===== src/rtl/muldiv_pkg.sv =====
// -----------------------------------------------------------------------------
// muldiv_pkg
// Shared definitions for the iterative multiply/divide unit. The CPU control
// unit imports the same op encodings so both sides agree on the 2-bit opcode.
//   op_e    : MULT / MULTU / DIV / DIVU encodings
//   state_e : unit FSM states
// -----------------------------------------------------------------------------
package muldiv_pkg;

  typedef enum logic [1:0] {
    OP_MULT  = 2'b00,
    OP_MULTU = 2'b01,
    OP_DIV   = 2'b10,
    OP_DIVU  = 2'b11
  } op_e;

  typedef enum logic [1:0] {
    IDLE   = 2'b00,
    RUN    = 2'b01,
    FINISH = 2'b10
  } state_e;

  // Opcode bit 1 selects divide, bit 0 selects unsigned.
  function automatic logic op_is_div(input op_e op);
    return op[1];
  endfunction

  function automatic logic op_is_signed(input op_e op);
    return ~op[0];
  endfunction

endpackage


===== src/rtl/muldiv_unit_if.sv =====
// -----------------------------------------------------------------------------
// muldiv_unit_if
// Request/result bundle between the control unit (master) and muldiv_unit
// (slave).
//   start, op, a, b               : request, sampled only while the unit idles
//   busy, done, div_zero, hi, lo  : status and registered HI/LO results
// -----------------------------------------------------------------------------
interface muldiv_unit_if #(
  parameter int WIDTH = 32
);
  import muldiv_pkg::*;

  logic             start;
  op_e              op;
  logic [WIDTH-1:0] a;
  logic [WIDTH-1:0] b;
  logic             busy;
  logic             done;
  logic             div_zero;
  logic [WIDTH-1:0] hi;
  logic [WIDTH-1:0] lo;

  modport master (
    output start, op, a, b,
    input  busy, done, div_zero, hi, lo
  );

  modport slave (
    input  start, op, a, b,
    output busy, done, div_zero, hi, lo
  );

endinterface


===== src/rtl/muldiv_step.sv =====
// -----------------------------------------------------------------------------
// muldiv_step
// Purely combinational radix-2 iteration for muldiv_unit; all state lives in
// the caller.
//   i_div  : 1 = restoring divide step, 0 = shift-add multiply step
//   i_prod : multiply: {upper partial product, remaining multiplier bits}
//            divide:   lower half is dividend / quotient being built
//   i_rem  : divide partial remainder (one spare bit for the borrow)
//   i_opd  : multiplicand or divisor magnitude
//   o_prod, o_rem : register values after this step
// -----------------------------------------------------------------------------
module muldiv_step #(
  parameter int WIDTH = 32
) (
  input  logic               i_div,
  input  logic [2*WIDTH-1:0] i_prod,
  input  logic [WIDTH:0]     i_rem,
  input  logic [WIDTH-1:0]   i_opd,
  output logic [2*WIDTH-1:0] o_prod,
  output logic [WIDTH:0]     o_rem
);

  // Multiply: add the multiplicand into the upper half when the current
  // multiplier bit is set, then shift the whole register right by one. The
  // carry out of the add becomes the new MSB.
  logic [WIDTH:0]     w_mul_sum;
  logic [2*WIDTH-1:0] w_mul_prod;

  assign w_mul_sum  = {1'b0, i_prod[2*WIDTH-1:WIDTH]}
                    + (i_prod[0] ? {1'b0, i_opd} : '0);
  assign w_mul_prod = {w_mul_sum, i_prod[WIDTH-1:1]};

  // Divide: shift the next dividend bit into the remainder and trial-subtract
  // the divisor; a borrow means restore (keep the shifted value, quotient 0).
  logic [WIDTH+1:0] w_div_shift;
  logic [WIDTH+1:0] w_div_diff;
  logic             w_div_borrow;

  assign w_div_shift  = {i_rem, i_prod[WIDTH-1]};
  assign w_div_diff   = w_div_shift - {2'b00, i_opd};
  assign w_div_borrow = w_div_diff[WIDTH+1];

  always_comb begin
    // NOTE: every output gets a default before any branch so no path leaves
    // it unassigned, which would otherwise infer a latch.
    o_prod = w_mul_prod;
    o_rem  = i_rem;
    if (i_div) begin
      o_prod = {i_prod[2*WIDTH-1:WIDTH], i_prod[WIDTH-2:0], ~w_div_borrow};
      o_rem  = w_div_borrow ? w_div_shift[WIDTH:0] : w_div_diff[WIDTH:0];
    end
  end

endmodule


===== src/rtl/muldiv_unit.sv =====
// -----------------------------------------------------------------------------
// muldiv_unit
// Iterative signed/unsigned multiply and divide with integrated HI/LO result
// registers. One radix-2 step per cycle; WIDTH+1 edges from start to done,
// one edge for a divide by zero. HI/LO update only on the done edge.
//   clk   : rising-edge clock
//   reset : asynchronous, active-low
//   bus   : muldiv_unit_if slave (start/op/a/b in; busy/done/div_zero/hi/lo out)
// -----------------------------------------------------------------------------
module muldiv_unit
  import muldiv_pkg::*;
#(
  parameter int WIDTH = 32
) (
  input  logic         clk,
  input  logic         reset,
  muldiv_unit_if.slave bus
);

  localparam int CW = $clog2(WIDTH) + 1;

  state_e             r_state, w_state_nxt;
  op_e                r_op, w_op_nxt;
  logic [CW-1:0]      r_cnt, w_cnt_nxt;
  logic [2*WIDTH-1:0] r_prod, w_prod_nxt;
  logic [WIDTH:0]     r_rem, w_rem_nxt;
  logic [WIDTH-1:0]   r_opd, w_opd_nxt;
  logic               r_neg_q, w_neg_q_nxt;   // product / quotient sign
  logic               r_neg_r, w_neg_r_nxt;   // remainder follows dividend sign
  logic               r_dz, w_dz_nxt;
  logic               r_busy, r_done, w_done_nxt, r_div_zero, w_div_zero_nxt;
  logic [WIDTH-1:0]   r_hi, w_hi_nxt, r_lo, w_lo_nxt;

  // Operand conditioning at issue: magnitudes of signed operands. -MIN wraps
  // to MIN, which read as unsigned is exactly 2^(WIDTH-1).
  logic             w_in_div, w_in_signed, w_a_neg, w_b_neg;
  logic [WIDTH-1:0] w_abs_a, w_abs_b;

  assign w_in_div    = op_is_div(bus.op);
  assign w_in_signed = op_is_signed(bus.op);
  assign w_a_neg     = w_in_signed & bus.a[WIDTH-1];
  assign w_b_neg     = w_in_signed & bus.b[WIDTH-1];
  assign w_abs_a     = w_a_neg ? -bus.a : bus.a;
  assign w_abs_b     = w_b_neg ? -bus.b : bus.b;

  logic               w_run_div;
  logic [2*WIDTH-1:0] w_step_prod;
  logic [WIDTH:0]     w_step_rem;

  assign w_run_div = op_is_div(r_op);

  muldiv_step #(
    .WIDTH (WIDTH)
  ) u_step (
    .i_div  (w_run_div),
    .i_prod (r_prod),
    .i_rem  (r_rem),
    .i_opd  (r_opd),
    .o_prod (w_step_prod),
    .o_rem  (w_step_rem)
  );

  // Sign fix-up of the magnitude results. MIN / -1 needs no special case:
  // quotient magnitude 2^(WIDTH-1) with positive sign is the MIN bit pattern.
  logic [2*WIDTH-1:0] w_prod_res;
  logic [WIDTH-1:0]   w_quo_mag, w_rem_mag, w_quo_res, w_rem_res;

  assign w_prod_res = r_neg_q ? -r_prod : r_prod;
  assign w_quo_mag  = r_prod[WIDTH-1:0];
  assign w_rem_mag  = r_rem[WIDTH-1:0];
  assign w_quo_res  = r_neg_q ? -w_quo_mag : w_quo_mag;
  assign w_rem_res  = r_neg_r ? -w_rem_mag : w_rem_mag;

  always_comb begin
    w_state_nxt    = r_state;
    w_op_nxt       = r_op;
    w_cnt_nxt      = r_cnt;
    w_prod_nxt     = r_prod;
    w_rem_nxt      = r_rem;
    w_opd_nxt      = r_opd;
    w_neg_q_nxt    = r_neg_q;
    w_neg_r_nxt    = r_neg_r;
    w_dz_nxt       = r_dz;
    w_hi_nxt       = r_hi;
    w_lo_nxt       = r_lo;
    w_done_nxt     = 1'b0;
    w_div_zero_nxt = 1'b0;

    case (r_state)
      IDLE: begin
        if (bus.start) begin
          w_op_nxt    = bus.op;
          w_cnt_nxt   = CW'(WIDTH);
          w_rem_nxt   = '0;
          w_neg_q_nxt = w_a_neg ^ w_b_neg;
          w_neg_r_nxt = w_a_neg;
          w_dz_nxt    = 1'b0;
          w_state_nxt = RUN;
          if (w_in_div) begin
            // Dividend sits in the low half; quotient bits replace it.
            w_prod_nxt = {{WIDTH{1'b0}}, w_abs_a};
            w_opd_nxt  = w_abs_b;
            if (bus.b == '0) begin
              w_dz_nxt    = 1'b1;
              w_state_nxt = FINISH;
            end
          end else begin
            // Multiplier sits in the low half and is consumed LSB first.
            w_prod_nxt = {{WIDTH{1'b0}}, w_abs_b};
            w_opd_nxt  = w_abs_a;
          end
        end
      end

      RUN: begin
        w_prod_nxt = w_step_prod;
        w_rem_nxt  = w_step_rem;
        w_cnt_nxt  = r_cnt - CW'(1);
        if (r_cnt == CW'(1)) begin
          w_state_nxt = FINISH;
        end
      end

      FINISH: begin
        w_state_nxt    = IDLE;
        w_done_nxt     = 1'b1;
        w_div_zero_nxt = r_dz;
        if (!r_dz) begin
          if (w_run_div) begin
            w_hi_nxt = w_rem_res;
            w_lo_nxt = w_quo_res;
          end else begin
            {w_hi_nxt, w_lo_nxt} = w_prod_res;
          end
        end
      end

      default: w_state_nxt = IDLE;
    endcase
  end

  always_ff @(posedge clk or negedge reset) begin
    if (!reset) begin
      r_state    <= IDLE;
      r_op       <= OP_MULT;
      r_cnt      <= '0;
      r_prod     <= '0;
      r_rem      <= '0;
      r_opd      <= '0;
      r_neg_q    <= 1'b0;
      r_neg_r    <= 1'b0;
      r_dz       <= 1'b0;
      r_busy     <= 1'b0;
      r_done     <= 1'b0;
      r_div_zero <= 1'b0;
      r_hi       <= '0;
      r_lo       <= '0;
    end else begin
      // NOTE: non-blocking assignments so every register samples the values
      // from before this edge, independent of statement order.
      r_state    <= w_state_nxt;
      r_op       <= w_op_nxt;
      r_cnt      <= w_cnt_nxt;
      r_prod     <= w_prod_nxt;
      r_rem      <= w_rem_nxt;
      r_opd      <= w_opd_nxt;
      r_neg_q    <= w_neg_q_nxt;
      r_neg_r    <= w_neg_r_nxt;
      r_dz       <= w_dz_nxt;
      r_busy     <= (w_state_nxt != IDLE);
      r_done     <= w_done_nxt;
      r_div_zero <= w_div_zero_nxt;
      r_hi       <= w_hi_nxt;
      r_lo       <= w_lo_nxt;
    end
  end

  assign bus.busy     = r_busy;
  assign bus.done     = r_done;
  assign bus.div_zero = r_div_zero;
  assign bus.hi       = r_hi;
  assign bus.lo       = r_lo;

endmodule


===== src/flat_wrapper.sv =====
// flat-port wrapper written by rule: the top's interface ports become plain ports
module muldiv_unit_flat import muldiv_pkg::*;
#(
  parameter int WIDTH = 32
)
  (clk, reset, bus_start, bus_op, bus_a, bus_b, bus_busy, bus_done, bus_div_zero, bus_hi, bus_lo);
  muldiv_unit_if #(.WIDTH(WIDTH)) bus_i ();
  input  logic clk;
  input  logic reset;
  input wire logic [$bits(bus_i.start)-1:0] bus_start;
  input wire logic [$bits(bus_i.op)-1:0] bus_op;
  input wire logic [$bits(bus_i.a)-1:0] bus_a;
  input wire logic [$bits(bus_i.b)-1:0] bus_b;
  output wire logic [$bits(bus_i.busy)-1:0] bus_busy;
  output wire logic [$bits(bus_i.done)-1:0] bus_done;
  output wire logic [$bits(bus_i.div_zero)-1:0] bus_div_zero;
  output wire logic [$bits(bus_i.hi)-1:0] bus_hi;
  output wire logic [$bits(bus_i.lo)-1:0] bus_lo;
  assign bus_i.start = bus_start;
  assign bus_i.op = bus_op;
  assign bus_i.a = bus_a;
  assign bus_i.b = bus_b;
  assign bus_busy = bus_i.busy;
  assign bus_done = bus_i.done;
  assign bus_div_zero = bus_i.div_zero;
  assign bus_hi = bus_i.hi;
  assign bus_lo = bus_i.lo;
  muldiv_unit #(.WIDTH(WIDTH)) u_core (.clk(clk), .reset(reset), .bus(bus_i));
endmodule

===== config.mk =====
export PLATFORM = sky130hd
export DESIGN_NAME = muldiv_unit_flat
export DESIGN_NICKNAME = d
export VERILOG_FILES = /design/src/rtl/muldiv_pkg.sv /design/src/rtl/muldiv_unit_if.sv /design/src/rtl/muldiv_step.sv /design/src/rtl/muldiv_unit.sv /design/src/flat_wrapper.sv
export SDC_FILE = /design/constraint.sdc
export NUM_CORES = 1
export LEC_CHECK = 0
export ABC_AREA = 1
export BUFFER_PORTS_ARGS = -buffer_cell sky130_fd_sc_hd__buf_2
export CELL_PAD_IN_SITES_DETAIL_PLACEMENT = 1
export CELL_PAD_IN_SITES_GLOBAL_PLACEMENT = 1
export CORE_MARGIN = 1
export CORE_UTILIZATION = 42
export CTS_CLUSTER_DIAMETER = 120
export DETAILED_ROUTE_END_ITERATION = 16
export PLACE_DENSITY = 0.75
export SYNTH_ARGS = -nofsm -noshare
export SYNTH_HDL_FRONTEND = slang
export SYNTH_SLANG_ARGS = --single-unit

===== constraint.sdc =====
create_clock -name clk -period 7.9 [get_ports clk]
set_input_delay 1.185 -clock clk [delete_from_list [all_inputs] [get_ports clk]]
set_output_delay 1.185 -clock clk [all_outputs]
set_load 0.005 [all_outputs]

## Word-level counts from Yosys, hierarchy flattened

Index checks and enable logic that the tools add are counted.

- Add/subtract/negate cells: 8
- Equal/unequal tests: 6
- Mux-type cells: 28
- Bitwise gates (word level): 6
- Reductions and logical operators: 9

Operators with widths:

| cell | number |
|---|---|
| 32-bit two-way mux | 9 |
| 64-bit two-way mux | 3 |
| 32-bit negator | 4 |
| 64-bit one-hot mux with 2 select lines | 1 |
| 33-bit two-way mux | 3 |
| 33-bit one-hot mux with 2 select lines | 1 |
| 64-bit negator | 1 |
| 34-bit by 32-bit subtractor with 34-bit output | 1 |
| 32-bit by 33-bit adder with 33-bit output | 1 |
| 32-bit zero test | 1 |
| 6-bit one-hot mux with 2 select lines | 1 |
| 2-bit two-way mux | 4 |
| 6-bit by 1-bit equality test with 1-bit output, second input constant | 1 |
| 6-bit two-way mux | 1 |
| 2-bit AND reduction | 3 |
| 3-bit AND reduction | 2 |
| 6-bit by 1-bit subtractor with 6-bit output, second input constant | 1 |
| 1-bit two-way mux | 4 |
| 2-bit inequality test, second input constant | 2 |
| 2-bit one-hot mux with 2 select lines | 1 |
| 2-bit nonzero test | 2 |
| 1-bit inverter | 3 |
| 1-bit bitwise AND | 2 |
| 2-bit by 1-bit equality test with 1-bit output, second input constant | 1 |
| 4 further kinds | 4 |

- Bits in registers: 209
- Input bits: 69
- Output and inout bits: 67
- Word-level logic and storage cells: 72

## Logic depth before layout (Yosys ltp)

- Word-level depth: 6
- Depth in mapped cells: 18
- Gate-level depth less buffers: 17

## Hierarchy

A second synthesis with hierarchy kept.

- Cell total of the unflattened synthesis: 3483
- Area, all modules: 20573.5 sq um

By module, submodules not included:

| module | instances | cells each | area each (sq um) | sequential area each (sq um) |
|---|---|---|---|---|
| muldiv_unit | 1 | 2093 | 13968.4 | 5205.0 |
| muldiv_step | 1 | 1390 | 6605.1 | 0.0 |

## Least setup slack after synthesis

No wires, ideal clock.

- Kind: register to register
- From: reg u_core.r_prod[0]
- To: reg u_core.r_prod[59]
- Setup time: 0.118 ns
- Arrival: 2.469 ns
- Required time: 7.782 ns
- Setup slack: 5.313 ns
- Stages on the path, launching flop included: 17
- Buffers on the path: 2
- Cells stage by stage: dfrtp_1 buf_2 clkbuf_1 nand2_1 inv_1 ha_1 inv_1 fa_1 nand3b_1 nand3_1 a21oi_1 o21ai_0 nand3_1 nand2_1 nand2_1 nand3_1 nand2_1

- Word-level cells in the longest chain between the ends: 4

Ends and longest elaborated chain:

| element | line | RTL |
|---|---|---|
| start, declared | muldiv_unit.sv:25 | `logic [2*WIDTH-1:0] r_prod, w_prod_nxt;` |
| start signal, assigned | muldiv_unit.sv:164 | `r_prod <= w_prod_nxt;` |
| 32-bit two-way mux | muldiv_step.sv:30 | `+ (i_prod[0] ? {1'b0, i_opd} : '0);` |
| 32-bit by 33-bit adder with 33-bit output | muldiv_step.sv:30 |  |
| 64-bit two-way mux | muldiv_step.sv:48 | `if (i_div) begin` |
| 64-bit one-hot mux with 2 select lines | muldiv_unit.sv:89 | `case (r_state)` |

No other way between the ends. The select of a mux whose other input is x is not followed.
A chain may end at the register's enable or synchronous reset.

## Final worst setup path

- From: in bus_start
- To: reg u_core.r_prod[21]

- Word-level cells in the longest chain between the ends: 2

Ends and longest elaborated chain:

| element | line | RTL |
|---|---|---|
| start, declared | flat_wrapper.sv:10 | `input wire logic [$bits(bus_i.start)-1:0] bus_start;` |
| 2-bit inequality test (no source line) | - |  |
| 2-bit AND reduction (no source line) | - |  |

No other way between the ends.

==> metrics <==
outcome completed; Synth cell types between 50 and 60; Die Ht 216 um; crit path capture type flip-flop; # fillers 6220; clock slew at reported path FFs about 70 ps; Die ar. approximately 0.047 sq mm; crit-path cells buf_2, nand2_2, inv_2, nor2_1, inv_1, o21ai_0, a21oi_1, nand2_1; Post-Route Skew ~24 ps; EDFF count, synth 0; worst setup path endpoint u_core.r_prod[21]; Final period util between 50% and 60%; total CTS buffers 24; required time of the worst setup path between 8000 and 9000 ps; Post-synth top flop dfrtp_1; vias in the first global route between 20000 and 25000; vias 21600; Cell Rows 78; worst slack, placed around 3400 ps; Gate power share roughly 66%; clock sinks approximately 210; Hold Path Class reg2reg; IO buf count between 100 and 150; ANT cells 0; Pleak between 10 and 15 nW; Tot Pwr between 0.01 and 0.015 W; Final Hold Viols 0; Net Switching between 0.005 and 0.006 W; Max FO, Critical Path 28; Design Area, Final around 0.021 sq mm; Worst R2R Setup Slack around 4000 ps; Worst Setup SP bus_start; Synth Warn # 0; # setup viols final 0; reg2reg path depth 8; overall global routing resource usage 36.0%; reg-to-reg endpoint u_core.r_prod[21]; WHS between 400 and 500 ps; drt drc 0; register area roughly 0.0052 sq mm; critical path depth in cells 8; Cell Int Power between 0.004 and 0.005 W; fmax ~0.24 GHz; Max Buffers Root-to-Sink 3; total negative slack 0 ps; pwr dens 471 mW/mm^2; post-cts resize count 0; starting density of the core 42.6%; Final Max Slew Viols 0; clock root buffer clkbuf_16; H-tree levels 1; first drt pass iteration count 11; clock power share 12.4%; I/O pin cnt roughly 140; Post-CTS Setup Inserts 0; RSZ-0062 raised after global routing false; Final Wtd Congestion ~0.94; largest net degree at the start of global routing around 80; WP data arrival ~4600 ps; Worst VDD drop approximately 220 uV; NumNets Final about 3300; syn_nets between 3000 and 4000; hold-fix buffers at CTS 0; minimum clock period a little over 4000 ps; Syn Inst Count roughly 3100; cell family with most CP delay simple AND/OR/NAND/NOR gates; Worst slew margin under 10%; grt ovf 0; first-pass GRT wire length between 100000 and 150000 um; Max stage delay on crit path around 1100 ps; area delta synth->final 10.2%; CP Launch Type input pin; max-cap viol count 0; DR iter-0 viols about 1700; Placeable Area 0.0453 sq mm; register area share after synthesis around 27%; Avg WL per Cell ~22 um; Antenna Nets Post-Route 0; flops & latches, synth between 200 and 250; CP Buf/Inv Count 3; switch share 58.0%; share of cells above drive strength 1 a little under a tenth; Multi-input gate area around 0.012 sq mm; clock latency on the worst-skew pair about 560 ps; post-DP HPWL a little under 70000 um; RR Startpoint u_core.r_state[1]; initial antenna violation count 0; Via density 5.65; Post-Synthesis Cell Area around 0.019 sq mm; Horiz. Die Dim roughly 220 um; Async SR Flop Fraction 100%; mean area per synthesized cell between 6 and 7 sq um; CTS tree built; final WL roughly 85000 um; worst slew pin tran approximately 1300 ps; slowest stage cell on the critical path nor2_1; CP Class in2reg; Reg power frac approximately a fifth; PnR worst setup slack 3760 ps; Area after DPL 0.0204 sq mm
power by group through the flow:
stage                     combinational (W)  sequential, W  clock (W)
after CTS                           0.00655        0.00208    0.00124
after floorplan                     0.00465        0.00177          0
final                               0.00665        0.00212    0.00125
after global placement              0.00630        0.00207          0
after detailed placement            0.00650        0.00210          0
after global routing                0.00735        0.00213    0.00128
layout make-up:
class	instances	share of cell area, %
Clock buffer	36	3.47
Clock inverter	7	0.536
Inverter	419	7.40
Multi-Input combinational cell	2398	56.8
Sequential cell	208	24.5
Tap cell	600	3.53
Timing Repair Buffer	150	3.76
Yosys cell counts (all sizes together), types with 8 or more instances:
cell    count  area, sq um
dfrtp     208         5200
inv       416         1560
a31oi       8         50.1
ha         70          876
a21boi     12         90.1
buf        40          246
nor3       38          200
clkbuf     51          191
o21a        8         60.1
o22ai      12         75.1
a21oi     127          639
o211ai     26          195
nand4      27          169
xor2       76          666
nand3     302         1560
o21ai     179          933
nor2      349         1440
nand3b     18          135
a22oi      20          150
or2        24          150
o221ai     19          166
xnor2      27          236
nand2    1011         3880
how the worst min path moves through the flow:
stage | startpoint | to | slack (ps) | depth (start not counted)
global placement | u_core.bus.hi[26] | u_core.bus.hi[26] | 460 | 2
finish | u_core.bus.hi[8] | u_core.bus.hi[8] | 480 | 2
CTS | u_core.bus.hi[8] | u_core.bus.hi[8] | 480 | 2
detailed placement | u_core.bus.hi[8] | u_core.bus.hi[8] | 470 | 2
floorplan | u_core.r_cnt[5] | u_core.r_cnt[5] | 450 | 1
global route | u_core.bus.hi[4] | u_core.bus.hi[4] | 500 | 2
cell families after synthesis:
group,after synthesis,share of synthesized area [%]
simple gates,1777,39.4
buf+inv,510,10.4
compound gates,445,13.7
flops,208,27.0
xor+xnor,103,4.68
fa+ha+maj,72,4.75
mux,1,0.0519
per-stage QoR:
| step | utilization, % | std cells |
|---|---|---|
| finish | 46.9 | 3818 |
| global route | 46.9 | 3818 |
| CTS | 46.9 | 3818 |
| detailed placement | 45.0 | 3775 |
| global placement | 45.0 | 3775 |
| floorplan | - | 3116 |
sequential cells by signal (all words and copies together) (netlist names):
name and flops:
u_core.bus.lo 32, u_core.bus.busy 1, u_core.bus.div_zero 1, u_core.r_op 1, u_core.r_state 2, u_core.r_neg_q 1, u_core.bus.done 1, u_core.r_dz 1
u_core.r_neg_r 1, u_core.bus.hi 32, u_core.r_prod 64, u_core.r_cnt 6, u_core.r_rem 33, u_core.r_opd 32
metal layers:
metal  share of wire, %  vias to the layer above  GRT usage [%]
met5                  0                        -              0
met4                3.6                        0           12.3
met3                5.8                      111           4.04
met2                 45                      669           56.9
met1                 46                    10600           50.8
li1                   -                    10200              -
worst reg2reg max path: cells and delay by family (launching register included):
family	cells	cell delay, ps
compound gates	2	490
buf+inv	2	1070
flops	1	420
simple gates	4	1870
layout by cell type (no fill, tap or decap), drive strengths merged:
cell,instances
o2111ai,7
ha,70
o211ai,26
xor2,76
fa,2
clkinv,7
o32ai,2
nor3,38
nand4,27
o21a,8
a22oi,20
a31oi,8
and3,2
a21oi,127
and2,4
a2bb2oi,7
nor4,2
a21o,3
o22ai,12
mux2i,1
a22o,1
bufinv,3
buf,150
a21boi,12
dfrtp,208
o21ai,179
nand3,302
o221ai,19
clkbuf,36
nand3b,18
or2,24
o41ai,1
inv,416
xnor2,27
nand2,1011
a221oi,3
nor2,349
o31ai,3
o21bai,7
(Power assumes the default switching activity.)
